## config.mk

```make
export PLATFORM = sky130hd
export DESIGN_NAME = stream_frame_loader
export DESIGN_NICKNAME = d
export VERILOG_FILES = /design/src/rtl/stream_frame_loader.sv
export SDC_FILE = /design/constraint.sdc
export NUM_CORES = 1
export LEC_CHECK = 0
export CAP_MARGIN = 20
export CELL_PAD_IN_SITES_DETAIL_PLACEMENT = 1
export CELL_PAD_IN_SITES_GLOBAL_PLACEMENT = 1
export CORE_MARGIN = 2
export CORE_UTILIZATION = 37
export CTS_CLUSTER_SIZE = 16
export DETAILED_ROUTE_END_ITERATION = 16
export MAX_ROUTING_LAYER = met4
export PLACE_DENSITY = 0.83
export SLEW_MARGIN = 20
export SYNTH_ARGS = -nofsm -noshare
export SYNTH_HDL_FRONTEND = slang
export SYNTH_SLANG_ARGS = --single-unit
```

## constraint.sdc

```tcl
create_clock -name clk -period 2.29 [get_ports clk]
set_input_delay 0.3435 -clock clk [delete_from_list [all_inputs] [get_ports clk]]
set_output_delay 0.3435 -clock clk [all_outputs]
set_load 0.01 [all_outputs]
```

## src/rtl/stream_frame_loader.sv

```systemverilog
// stream_frame_loader: parses a framed 32-bit stream into SRAM bank writes.
// Each frame starts with HDR_WORDS header words: word 0 carries the start
// address and bank, word 1 the payload length, the rest are ignored. Payload
// beats are then written one per transfer to the selected bank, with length
// and bank errors flagged and the remainder of a bad frame drained.
//
// Stream handshake: a beat moves on a cycle where s_axis_tvalid and
// s_axis_tready are both high; the source holds tdata/tlast stable while
// tvalid is high and tready is low. tready depends only on state and
// fabric_busy, never on tvalid.
`timescale 1ns/1ps
module stream_frame_loader #(
  parameter int BANKS     = 2,
  parameter int SRAM_AW   = 12,
  parameter int SRAM_DW   = 24,
  parameter int HDR_WORDS = 4
) (
  input  logic               clk,
  input  logic               reset_n,
  input  logic [31:0]        s_axis_tdata,
  input  logic               s_axis_tvalid,
  output logic               s_axis_tready,
  input  logic               s_axis_tlast,
  input  logic               fabric_busy,
  input  logic               clear_stats,
  output logic [BANKS-1:0]   sram_we,
  output logic [SRAM_AW-1:0] sram_waddr,
  output logic [SRAM_DW-1:0] sram_wdata,
  output logic               busy,
  output logic               done,
  output logic               err_len,
  output logic               err_bank,
  output logic [15:0]        words_written,
  output logic [31:0]        wait_cycles,
  output logic [2:0]         state_dbg
);

  typedef enum logic [2:0] {
    IDLE   = 3'd0,
    HEADER = 3'd1,
    DATA   = 3'd2,
    DRAIN  = 3'd3,
    DONE   = 3'd4
  } state_t;

  state_t             state_q, state_d;
  logic [SRAM_AW-1:0] addr_q, addr_d;
  logic [2:0]         bank_q, bank_d;
  logic [15:0]        hdr_cnt_q, hdr_cnt_d;
  logic [15:0]        frame_len_q, frame_len_d;
  logic [15:0]        remaining_q, remaining_d;
  logic [15:0]        words_written_q, words_written_d;
  logic [31:0]        wait_cycles_q, wait_cycles_d;
  logic               err_len_q, err_len_d;
  logic               err_bank_q, err_bank_d;
  logic [BANKS-1:0]   sram_we_q, sram_we_d;
  logic [SRAM_AW-1:0] sram_waddr_q, sram_waddr_d;
  logic [SRAM_DW-1:0] sram_wdata_q, sram_wdata_d;

  logic        xfer;
  logic [15:0] len_eff;
  logic        bank_bad;
  logic        unused_tdata;

  // Only some tdata bits are meaningful; fold the rest so none dangle.
  assign unused_tdata = ^s_axis_tdata;

  // Ready is a pure function of state (and fabric ownership while in DATA).
  always_comb begin
    s_axis_tready = 1'b0;
    case (state_q)
      IDLE, HEADER, DRAIN: s_axis_tready = 1'b1;
      DATA:                s_axis_tready = ~fabric_busy;
      default:             s_axis_tready = 1'b0;
    endcase
  end

  assign xfer = s_axis_tvalid & s_axis_tready;

  // With HDR_WORDS==2 the length arrives on the same beat that ends the header.
  assign len_eff  = (hdr_cnt_q == 16'd1) ? s_axis_tdata[15:0] : frame_len_q;
  assign bank_bad = (32'(bank_q) >= 32'(BANKS));

  // Next-state and datapath: header parsing, payload writes, error handling.
  always_comb begin
    state_d         = state_q;
    addr_d          = addr_q;
    bank_d          = bank_q;
    hdr_cnt_d       = hdr_cnt_q;
    frame_len_d     = frame_len_q;
    remaining_d     = remaining_q;
    words_written_d = words_written_q;
    err_len_d       = err_len_q;
    err_bank_d      = err_bank_q;
    sram_we_d       = '0;
    sram_waddr_d    = sram_waddr_q;
    sram_wdata_d    = sram_wdata_q;
    case (state_q)
      IDLE: begin
        if (xfer) begin
          addr_d          = s_axis_tdata[SRAM_AW-1:0];
          bank_d          = s_axis_tdata[SRAM_AW+2:SRAM_AW];
          err_len_d       = 1'b0;
          err_bank_d      = 1'b0;
          words_written_d = 16'd0;
          hdr_cnt_d       = 16'd1;
          if (s_axis_tlast) begin
            err_len_d = 1'b1;
            state_d   = DONE;
          end else begin
            state_d = HEADER;
          end
        end
      end
      HEADER: begin
        if (xfer) begin
          if (hdr_cnt_q == 16'd1) frame_len_d = s_axis_tdata[15:0];
          if (s_axis_tlast) begin
            err_len_d = 1'b1;
            state_d   = DONE;
          end else if (hdr_cnt_q == 16'(HDR_WORDS - 1)) begin
            remaining_d = len_eff;
            if (bank_bad) begin
              err_bank_d = 1'b1;
              state_d    = DRAIN;
            end else if (len_eff == 16'd0) begin
              state_d = DONE;
            end else begin
              state_d = DATA;
            end
          end else begin
            hdr_cnt_d = hdr_cnt_q + 16'd1;
          end
        end
      end
      DATA: begin
        if (xfer) begin
          for (int i = 0; i < BANKS; i++) sram_we_d[i] = (32'(bank_q) == i);
          sram_waddr_d    = addr_q;
          sram_wdata_d    = s_axis_tdata[SRAM_DW-1:0];
          addr_d          = addr_q + SRAM_AW'(1);
          words_written_d = words_written_q + 16'd1;
          remaining_d     = remaining_q - 16'd1;
          if (s_axis_tlast) begin
            if (remaining_q != 16'd1) err_len_d = 1'b1;
            state_d = DONE;
          end else if (remaining_q == 16'd1) begin
            err_len_d = 1'b1;
            state_d   = DRAIN;
          end
        end
      end
      DRAIN: begin
        if (xfer && s_axis_tlast) state_d = DONE;
      end
      DONE: begin
        state_d = IDLE;
      end
      default: begin
        state_d = IDLE;
      end
    endcase
  end

  // Stall counter: counts DATA cycles without a transfer, saturating.
  always_comb begin
    wait_cycles_d = wait_cycles_q;
    if (clear_stats) begin
      wait_cycles_d = 32'd0;
    end else if (state_q == DATA && !xfer && wait_cycles_q != 32'hFFFF_FFFF) begin
      wait_cycles_d = wait_cycles_q + 32'd1;
    end
  end

  // State and datapath registers with asynchronous active-low reset.
  always_ff @(posedge clk or negedge reset_n) begin
    if (!reset_n) begin
      state_q         <= IDLE;
      addr_q          <= '0;
      bank_q          <= '0;
      hdr_cnt_q       <= '0;
      frame_len_q     <= '0;
      remaining_q     <= '0;
      words_written_q <= '0;
      wait_cycles_q   <= '0;
      err_len_q       <= 1'b0;
      err_bank_q      <= 1'b0;
      sram_we_q       <= '0;
      sram_waddr_q    <= '0;
      sram_wdata_q    <= '0;
    end else begin
      state_q         <= state_d;
      addr_q          <= addr_d;
      bank_q          <= bank_d;
      hdr_cnt_q       <= hdr_cnt_d;
      frame_len_q     <= frame_len_d;
      remaining_q     <= remaining_d;
      words_written_q <= words_written_d;
      wait_cycles_q   <= wait_cycles_d;
      err_len_q       <= err_len_d;
      err_bank_q      <= err_bank_d;
      sram_we_q       <= sram_we_d;
      sram_waddr_q    <= sram_waddr_d;
      sram_wdata_q    <= sram_wdata_d;
    end
  end

  assign sram_we       = sram_we_q;
  assign sram_waddr    = sram_waddr_q;
  assign sram_wdata    = sram_wdata_q;
  assign busy          = (state_q != IDLE);
  assign done          = (state_q == DONE);
  assign err_len       = err_len_q;
  assign err_bank      = err_bank_q;
  assign words_written = words_written_q;
  assign wait_cycles   = wait_cycles_q;
  assign state_dbg     = state_q;

endmodule

```

# Word-level counts from Yosys, hierarchy flattened
# Index checks and enable logic that the tools add are counted.
# totals
romBits,0
register_bits,154
latch_bits,0
mem_bits_rw,0
input_bits,38
mem_count,0
# classes
n_bitwise,2
multipliers,0
order_cmp,1
mux,49
div_mod_pow,0
n_reduce_logical,23
eq_ne,22
shift,0
addsub,5
# op_table
operator,count
$mux W16,11
$pmux W16 S2,3
$mux W32,2
$mux W3,11
$add A16 B1 Y16 const B,2
$add A32 B1 Y32 const B,1
$eq A16 B1 Y1 const B,2
$ne A32 B32 Y1 const B,1
$mux W12,2
$pmux W12 S2,1
$ne A2 B2 Y1 const B,9
$eq A16 B2 Y1 const B,1
$logic_not A16 Y1,1
$ne A16 B1 Y1 const B,1
$sub A16 B1 Y16 const B,1
$mux W1,13
$add A12 B1 Y12 const B,1
$pmux W3 S4,1
$reduce_and A6 Y1,2
$reduce_and A5 Y1,2
$ne A3 B3 Y1 const B,3
$reduce_bool A2 Y1,4
$reduce_and A7 Y1,1
$eq A3 B1 Y1 const B,2
15 further kinds,24

# Depth between registers and ports, before layout
# Gate-level depths: netlist of run 1.
# depth
ltp_word,9
depth_mapped,9

# Worst setup path before layout of run 1
# No wires, ideal clock.
# synth_path
kind,flip-flop to flip-flop
startpoint,register hdr_cnt_q[0]
endpoint,"register state_q[1], in the netlist state_dbg[1]"
setup_ns,0.101
period_less_slack_ns,2.187
path_stages_with_launch,7
slack_ns,0.103
arrival_ns,2.086
path_buffers,0
cell_sequence,dfrtp_1 ha_1 nor3b_1 nand4_4 o311a_1 or4_1 o32ai_1
# synth_via
elab_chain_cells,9
elab_cells_between_ends,12
cone_classes,3 x eq/ne; 7 x mux; 2 x reduce/logical
# synth_rtl
element,line_no,source
start: declaration,49,"logic [15:0] hdr_cnt_q, hdr_cnt_d;"
start signal: assignment,195,hdr_cnt_q <= hdr_cnt_d;
$eq A16 B1 Y1,81,assign len_eff = (hdr_cnt_q == 16'd1) ? s_axis_tdata[15:0] : frame_len_q;
$mux W16,--,
$logic_not A16 Y1,126,end else if (len_eff == 16'd0) begin
$mux W3,126,
$mux W3,123,if (bank_bad) begin
$mux W3,121,end else if (hdr_cnt_q == 16'(HDR_WORDS - 1)) begin
$mux W3,118,if (s_axis_tlast) begin
$mux W3,116,if (xfer) begin
$pmux W3 S4,98,case (state_q)
end signal: assignment,192,state_q <= state_d;
end: declaration,46,"state_t state_q, state_d;"
# Parallel ways exist; a longest one is shown, timed or not. The select of a mux whose other input is x is not followed.
# A chain may end at the register's enable or synchronous reset.

# Worst setup path in the final report of run 1
# layout_path
startpoint,register hdr_cnt_q[2]
endpoint,"register state_q[2], in the netlist state_dbg[2]"
# Same word-level chain as after synthesis.

==> results of run 1 <==
==> stage by stage <==
stage / worst slack [ns] / utilization (%) / power (mW) / TNS, ns / cells
floorplan: 0.103 / - / 6.74 / 0 / 905
global placement: -0.00750 / 47.0 / 8.62 / -0.0201 / 1342
detailed placement: -0.0803 / 47.0 / 8.84 / -0.603 / 1342
CTS: -0.00377 / 49.9 / 11.9 / -0.00377 / 1375
global route: -0.0533 / 50.2 / 12.6 / -0.0914 / 1379
finish: 0.0452 / 50.2 / 11.9 / 0 / 1379
==> state kept, by name, summed over array words and instances, names as in the netlist, 3 cells and up <==
signal / count
addr_q: 12
bank_q: 3
frame_len_q: 16
hdr_cnt_q: 16
remaining_q: 16
sram_waddr: 12
sram_wdata: 24
state_dbg: 3
wait_cycles: 32
words_written: 16
==> layer usage <==
metal / part of all wire, % / vias to the layer above / track usage (%)
met3: 4.2 / 44 / 3.33
met2: 51 / 200 / 39.6
met1: 43 / 3956 / 29.9
met5: 0 / - / -
li1: - / 3622 / -
met4: 2.6 / 0 / 9.04
==> worst reg2reg max path: stages (launching register included) <==
cell and delay [ns]:
dfrtp_1 0.43, nor4_4 0.47, nand4_4 0.14, o311a_1 0.35
or4_4 0.46, nor4_2 0.29
==> cell type report <==
type | instances | area share, %
Timing Repair Buffer | 210 | 18.2
Sequential cell | 154 | 35.3
Tap cell | 280 | 3.21
Clock inverter | 14 | 1.40
Clock buffer | 18 | 4.02
Inverter | 19 | 0.653
Multi-Input combinational cell | 684 | 37.3
==> cell usage after synthesis, types with 22 or more instances <==
master      n
clkbuf_1   26
mux2_2     23
o21ai_0    47
nor4_1     26
nor2_1     65
nand4_1    22
dfrtp_1   154
or3_1      28
nor3_1     35
a21oi_1    66
nand3_1    30
nand2_1   178
==> cell families after synthesis <==
| kind of cell | Yosys count | synth area share (%) |
|---|---|---|
| xor+xnor | 22 | 2.36 |
| flops | 154 | 47.1 |
| buf+inv | 67 | 4.21 |
| simple gates | 446 | 27.3 |
| compound gates | 180 | 14.0 |
| fa+ha+maj | 7 | 1.07 |
| mux | 29 | 3.90 |
==> worst max-delay path by stage <==
stage,depth (start not counted),slack (ns),endpoint,startpoint
2_1_floorplan,6,0.10,state_dbg[1],hdr_cnt_q[0]
3_3_place_gp,8,-0.007,wait_cycles[13],s_axis_tvalid
3_5_place_dp,7,-0.08,wait_cycles[30],s_axis_tvalid
4_1_cts,7,-0.004,state_dbg[2],hdr_cnt_q[1]
5_1_grt,7,-0.05,state_dbg[2],hdr_cnt_q[1]
6_report,5,0.05,state_dbg[2],hdr_cnt_q[2]
==> power by group through the flow <==
stage          Clock [mW]  Combinational [mW]  Sequential, mW
2_1_floorplan           0                2.49            4.24
3_3_place_gp            0                4.41            4.21
3_5_place_dp            0                4.58            4.26
4_1_cts              2.94                4.73            4.23
5_1_grt              3.03                5.22            4.37
6_report             2.88                4.79            4.26
==> repair_timing <==
item | in CTS | in global routing
setup endpoints to repair | 28 | 12
buffers inserted | 0 | 4
gates resized for setup | 14 | 6
pin swaps | 0 | 4
endpoints found under the hold margin | 31 | 0
hold buffers | 1 | 0
==> flow_metrics.tcl, run 1 <==
set metrics [dict create \
    drv_cap 0 \
    fmax_mhz 445 \
    first_pass_iters 5 \
    critPathMaxFanout 6 \
    portBuffers 123 \
    period_needed_ns 2.24 \
    r2r_end "state_dbg[2]" \
    status "complete, no violations" \
    syn_to_final_growth_pct 33.7 \
    whs_ns 0.367 \
    grt_pass1_wl_mm 44.3 \
    via_count 7822 \
    final_common_cell "nand2_1" \
    fillers 2519 \
    cts_tree "done" \
    setup_viol 0 \
    nets 1131 \
    hold_class "in2async" \
    r2r_start "hdr_cnt_q[2]" \
    finalClockSkew_ns 0.0108 \
    critPathSlowestCell "nor4_4" \
    p_per_area_mw_per_mm2 1090 \
    dpl.hpwl_mm 18.1 \
    tightest_slew_ns 0.689 \
    gr-total-overflow 0 \
    final-hold-violation-count 0 \
    rows 54 \
    power_frac_seq_pct 35.7 \
    synth_area_leader_cell "dfrtp_1" \
    synth_seq_cells 154 \
    cellLeakagePower_nw 4.58 \
    yosysTopAreaCellShare_pct 47.1 \
    net-switching-power_mw 4.61 \
    path_delay_family "simple AND/OR/NAND/NOR gates" \
    drive_above_1_share_pct 16.3 \
    antenna_found_initial 0 \
    swShare_pct 38.7 \
    critPathKind "reg2reg" \
    postSynthCellCount 905 \
    ios 132 \
    drt_iter0_markers 386 \
    max_slew_margin_pct 53.7 \
    cts_buffers 17 \
    cts.clk_slew.worst_paths_ns 0.07 \
    multi_input_comb_area_mm2 0.00407 \
    critPathLaunchType "flip-flop" \
    cp.arrival_ns 2.58 \
    end_kind "flip-flop" \
    synth_edf_count 0 \
    slowest_delay_ns 0.47 \
    synth.distinct_cells 73 \
    die_h_um 153 \
    internal_power_mw 7.31 \
    initial_utilization_pct 37.6 \
    yosysWarnings 0 \
    synth.area.top_cells "dfrtp_1 (47%), nand2_1 (8.2%), a21oi_1 (4.0%), mux2_2 (3.2%), nor2_1 (3.0%)" \
    dieArea_mm2 0.0233 \
    clockBufferDepth 2 \
    clk_latency_ns 0.44 \
    wire_per_inst_um 19.3 \
    dpl_cell_area_mm2 0.0102 \
    fin_area_mm2 0.0109 \
    final_cell_mix "nand2_1 (178), dfrtp_1 (153), clkdlybuf4s50_1 (120), buf_4 (77), a21oi_1 (66)" \
    r2r_cells 5 \
    route.antenna.remaining_nets 0 \
    drc_errors 0 \
    rrSetupSlack_ns 0.05 \
    path_cells "nor4_4 > nand4_4 > o311a_1 > or4_4 > nor4_2" \
    htree_levels 4 \
    finalMaxSlewViolations 0 \
    diodes 0 \
    combPwrFrac_pct 40.1 \
    grt_max_degree 67 \
    final.period_utilization_pct 98.0 \
    die_w_um 153 \
    syn_area_mm2 0.00818 \
    clock_power_share_pct 24.1 \
    track_usage_pct 23.9 \
    vias_per_cell 5.67 \
    coreArea_mm2 0.0218 \
    grt_pass1_vias 8279 \
    wirelength_mm 26.6 \
    crit_required_ns 2.62 \
    synth-main-ff-cell "dfrtp_1" \
    async_flop_share_pct 100 \
    seq_area_mm2 0.00385 \
    synth-seq-area-share_pct 47.1 \
    rsz0062_at_grt "yes" \
    crit_buf_inv 0 \
    clkSinkCount 154 \
    routabilityCongestion 0.884 \
    syn_nets 950 \
    ir_drop_uv 488 \
    clockRootBuffer "clkbuf_16" \
    synth_area_per_cell_um2 9.03 \
]
No activity file was read; power rests on OpenSTA's default activity.
==> run 2: changes to the inputs <==
--- a/config.mk
+++ b/config.mk
@@ -12,8 +12,10 @@
 export CORE_UTILIZATION = 37
 export CTS_CLUSTER_SIZE = 16
 export DETAILED_ROUTE_END_ITERATION = 16
+export GPL_TIMING_DRIVEN = 0
 export MAX_ROUTING_LAYER = met4
 export PLACE_DENSITY = 0.83
+export SKIP_CTS_REPAIR_TIMING = 1
 export SLEW_MARGIN = 20
 export SYNTH_ARGS = -nofsm -noshare
 export SYNTH_HDL_FRONTEND = slang
==> flow_metrics.tcl, run 2 (same netlist as run 1, synthesis figures left out) <==
set metrics [dict create \
    clockRootBuffer "clkbuf_16" \
    p_per_area_mw_per_mm2 1120 \
    internal_power_mw 7.67 \
    drv_cap 0 \
    portBuffers 122 \
    place_inst 1310 \
    p_total_mw 12.2 \
    first_pass_iters 5 \
    wirelength_mm 26.8 \
    final-hold-violation-count 0 \
    drc_errors 0 \
    nets 1116 \
    end_kind "flip-flop" \
    final_common_cell "nand2_1" \
    max_slew_margin_pct 61.2 \
    critPathKind "reg2reg" \
    net-switching-power_mw 4.51 \
    die_h_um 153 \
    cts_buffers 17 \
    cellLeakagePower_nw 4.53 \
    tightest_slew_ns 0.567 \
    gr-total-overflow 0 \
    cts.clk_slew.worst_paths_ns 0.06 \
    combPwrFrac_pct 38.9 \
    largest_reg_flops 32 \
    coreArea_mm2 0.0218 \
    fillers 2498 \
    finalClockSkew_ns 0.0104 \
    vias_per_cell 5.66 \
    grt_pass1_wl_mm 42.5 \
    cp.arrival_ns 2.61 \
    fin_cells 1364 \
    crit_required_ns 2.62 \
    swShare_pct 37.0 \
    htree_levels 4 \
    diodes 0 \
    wire_per_inst_um 19.7 \
    clock_power_share_pct 26.3 \
    finalWorstSetupSlack_ns 0.00780 \
    gr-max-usage-layer "met2" \
    final_cell_mix "nand2_1 (178), dfrtp_1 (147), clkdlybuf4s50_1 (119), a21oi_1 (66), nor2_1 (63)" \
    critPathLaunchType "flip-flop" \
    dpl_worst_slack_ns -0.632 \
    die_w_um 153 \
    initial_utilization_pct 37.6 \
    period_needed_ns 2.28 \
    ios 132 \
    clkSinkCount 154 \
    rows 54 \
    fmax_mhz 438 \
    status "complete, no violations" \
    grt_pass1_vias 7879 \
    ir_drop_uv 472 \
    finalMaxSlewViolations 0 \
    syn_to_final_growth_pct 32.9 \
    grt_max_degree 63 \
    track_usage_pct 23.1 \
    drive_above_1_share_pct 14.8 \
    clockBufferDepth 2 \
    power_frac_seq_pct 34.9 \
    drt_iter0_markers 400 \
    via_count 7726 \
    dpl.hpwl_mm 18.2 \
    grtUsageMet2_pct 37.4 \
    tns_ns 0 \
    use_met3_pct 3.75 \
    clk_latency_ns 0.43 \
    final.period_utilization_pct 99.7 \
    use_met1_pct 30.1 \
    critPathMaxFanout 4 \
    cts_tree "done" \
    routabilityCongestion 0.876 \
    dieArea_mm2 0.0233 \
    antenna_found_initial 0 \
    hold_class "in2async" \
    route.antenna.remaining_nets 0 \
    setup_viol 0 \
]
-- run 2: power groups by stage --
| stage | Sequential, mW | Clock (mW) | Combinational, mW |
|---|---|---|---|
| floorplan | 4.24 | 0 | 2.49 |
| global placement | 4.21 | 0 | 4.28 |
| detailed placement | 4.25 | 0 | 4.43 |
| CTS | 4.22 | 3.25 | 4.48 |
| global route | 4.37 | 3.37 | 5.17 |
| finish | 4.25 | 3.20 | 4.74 |
-- run 2: worst paths after layout --
| kind | slack, ns | start | to | cells after the start |
|---|---|---|---|---|
| min reg2reg | 0.47 | bank_q[2] | sram_we[0] | 1 |
| min in group clk | 0.44 | s_axis_tdata[20] | sram_wdata[20] | 3 |
| max | 0.008 | hdr_cnt_q[1] | state_dbg[1] | 6 |
| min | 0.41 | reset_n | sram_wdata[21] | 2 |
| max reg2reg | 0.008 | hdr_cnt_q[1] | state_dbg[1] | 6 |
| max in group asynchronous | 1.22 | reset_n | hdr_cnt_q[7] | 3 |
-- run 2: layout make-up --
cell class | instances | area [um^2] | share of cell area [%]
plain buffers | 45 | 285 | 2.63
clock buffers | 22 | 474 | 4.36
clock inverters | 10 | 185 | 1.70
inverters | 19 | 71.3 | 0.656
multi-input cells | 684 | 4150 | 38.2
flip-flops and latches | 154 | 3860 | 35.6
well taps | 280 | 350 | 3.22
repair buffers | 150 | 1490 | 13.7
-- run 2: metrics by stage --
| stage | hold slack, ns | utilization [%] | cell area [um^2] |
|---|---|---|---|
| 6_report | 0.409 | 49.9 | 10900 |
| 5_1_grt | 0.439 | 49.9 | 10900 |
| 2_1_floorplan | 0.0479 | - | 8180 |
| 3_3_place_gp | 0.453 | 44.8 | 9750 |
| 3_5_place_dp | 0.268 | 45.1 | 9820 |
| 4_1_cts | -0.191 | 48.2 | 10500 |
-- run 2: per-layer routing --
metal,part of all wire [%],up-vias
li1,-,3585
met1,44,3896
met2,50,207
met3,4.5,38
met4,1.8,0
met5,0,-
-- run 2: worst max-delay path: stages (launching register included) --
cell and delay, ns:
dfrtp_1 0.44, ha_4 0.19, nor3b_4 0.27, nand4_4 0.18
o311a_1 0.37, or4_4 0.47, o32ai_2 0.27
==> run 3: changes to the inputs <==
--- a/config.mk
+++ b/config.mk
@@ -8,7 +8,6 @@
 export CAP_MARGIN = 20
 export CELL_PAD_IN_SITES_DETAIL_PLACEMENT = 1
 export CELL_PAD_IN_SITES_GLOBAL_PLACEMENT = 1
-export CORE_MARGIN = 2
 export CORE_UTILIZATION = 37
 export CTS_CLUSTER_SIZE = 16
 export DETAILED_ROUTE_END_ITERATION = 16
==> flow_metrics.tcl, run 3 (same netlist as run 1, synthesis figures left out) <==
set metrics [dict create \
    ios 132 \
    diodes 0 \
    setup_viol 7 \
    hold_class "in2reg" \
    drt_iter0_markers 539 \
    combPwrFrac_pct 39.4 \
    clk_latency_ns 0.43 \
    violations "negative setup slack" \
    final_common_cell "nand2_1" \
    portBuffers 122 \
    die_h_um 151 \
    wire_per_inst_um 19.9 \
    final-hold-violation-count 0 \
    grt_max_degree 82 \
    cts.clk_slew.worst_paths_ns 0.06 \
    gr-total-overflow 0 \
    power_frac_seq_pct 35.5 \
    cellLeakagePower_nw 4.46 \
    tightest_slew_ns 0.643 \
    rsz0062_at_grt "yes" \
    net-switching-power_mw 4.51 \
    status "complete, but fails checks" \
    clockRootBuffer "clkbuf_16" \
    crit_required_ns 2.58 \
    critPathMaxFanout 10 \
    final.period_utilization_pct 104 \
    tns_ns -0.293 \
    die_w_um 151 \
    via_count 7789 \
    multi_input_comb_area_mm2 0.00412 \
    swShare_pct 37.6 \
    grt_pass1_vias 7669 \
    routabilityCongestion 0.874 \
    drc_errors 0 \
    internal_power_mw 7.48 \
    clkSinkCount 154 \
    dieArea_mm2 0.0227 \
    wirelength_mm 27.1 \
    finalMaxSlewViolations 0 \
    cts_tree "done" \
    coreArea_mm2 0.0218 \
    dpl.hpwl_mm 17.9 \
    route.antenna.remaining_nets 0 \
    largest_reg_flops 32 \
    period_needed_ns 2.38 \
    vias_per_cell 5.72 \
    initial_utilization_pct 37.6 \
    grt_pass1_wl_mm 41.5 \
    critPathLaunchType "flip-flop" \
    final_cell_mix "nand2_1 (178), dfrtp_1 (148), clkdlybuf4s50_1 (120), a21oi_1 (66), nor2_1 (63)" \
    nets 1115 \
    gr-max-usage-layer "met2" \
    drv_cap 0 \
    clockBufferDepth 2 \
    use_met3_pct 4.30 \
    ir_drop_uv 525 \
    track_usage_pct 24.3 \
    rows 54 \
    fmax_mhz 421 \
    critPathKind "reg2reg" \
    finalClockSkew_ns 0.0102 \
    fillers 2497 \
    finalWorstSetupSlack_ns -0.0853 \
    clock_power_share_pct 25.2 \
    cp.arrival_ns 2.66 \
    antenna_found_initial 0 \
    grtUsageMet2_pct 38.5 \
    end_kind "flip-flop" \
    seq_area_mm2 0.00386 \
    fin_util_pct 49.5 \
    cts_buffers 17 \
    drive_above_1_share_pct 14.9 \
    p_total_mw 12.0 \
    max_slew_margin_pct 56.1 \
    syn_to_final_growth_pct 31.7 \
    htree_levels 4 \
    first_pass_iters 5 \
    use_met1_pct 31.5 \
    p_per_area_mw_per_mm2 1110 \
]
-- run 3: cell count changes in the layout (fill, tap and decap cells not counted), sizes merged --
cell | before | now
clkbuf | 55 | 49
bufinv | 5 | 4
dlymetal6s2s | 2 | 1
clkdlybuf4s50 | 119 | 120
inv | 21 | 20
clkinv | 2 | 6
buf | 40 | 41
-- run 3: power by group through the flow --
stage / combinational, mW / sequential (mW) / clock (mW)
6_report: 4.72 / 4.25 / 3.01
5_1_grt: 5.15 / 4.37 / 3.19
4_1_cts: 4.47 / 4.23 / 3.06
3_5_place_dp: 4.39 / 4.26 / 0
3_3_place_gp: 4.27 / 4.22 / 0
2_1_floorplan: 2.49 / 4.24 / 0
-- run 3: through the flow --
stage               instance area (um^2)  hold WS (ns)  setup WS, ns  instances
finish                             10800         0.446       -0.0853       1361
global route                       10800         0.441        -0.168       1361
CTS                                10400       -0.0643        -0.812       1338
detailed placement                  9780         0.394        -0.780       1308
global placement                    9750         0.454         -5.77       1307
floorplan                           8180        0.0479         0.103        905
-- run 3: layer usage --
metal | wire length, um | part of all wire, %
met1 | 11700 | 43
met2 | 13600 | 50
met3 | 1240 | 4.6
met4 | 533 | 2.0
met5 | 0 | 0
-- run 3: final timing paths --
check | slack [ns] | cells after the start | from | to
max | -0.09 | 8 | wait_cycles[1] | wait_cycles[1]
min | 0.45 | 3 | s_axis_tdata[22] | sram_wdata[22]
max reg2reg | -0.09 | 8 | wait_cycles[1] | wait_cycles[1]
min reg2reg | 0.47 | 1 | bank_q[0] | sram_we[0]
max in group asynchronous | 0.92 | 3 | reset_n | hdr_cnt_q[0]
min in group asynchronous | 0.50 | 2 | reset_n | sram_wdata[21]
-- run 3: cell type report --
class                      count  share of cell area, %
multi-input combinational    684                   38.3
sequential                   154                   35.9
timing repair buffer         149                   13.5
clock buffer                  18                   4.08
tap                          280                   3.25
buffer                        45                   2.77
clock inverter                12                   1.62
inverter                      19                  0.662
-- run 3: critical path: stages (launching register included) --
cell and delay [ns]:
dfrtp_1 0.42, ha_1 0.23, and2_2 0.23, nand4_1 0.26, o31ai_2 0.39, buf_4 0.24, clkbuf_4 0.22, mux2i_1 0.20
nor2_1 0.05
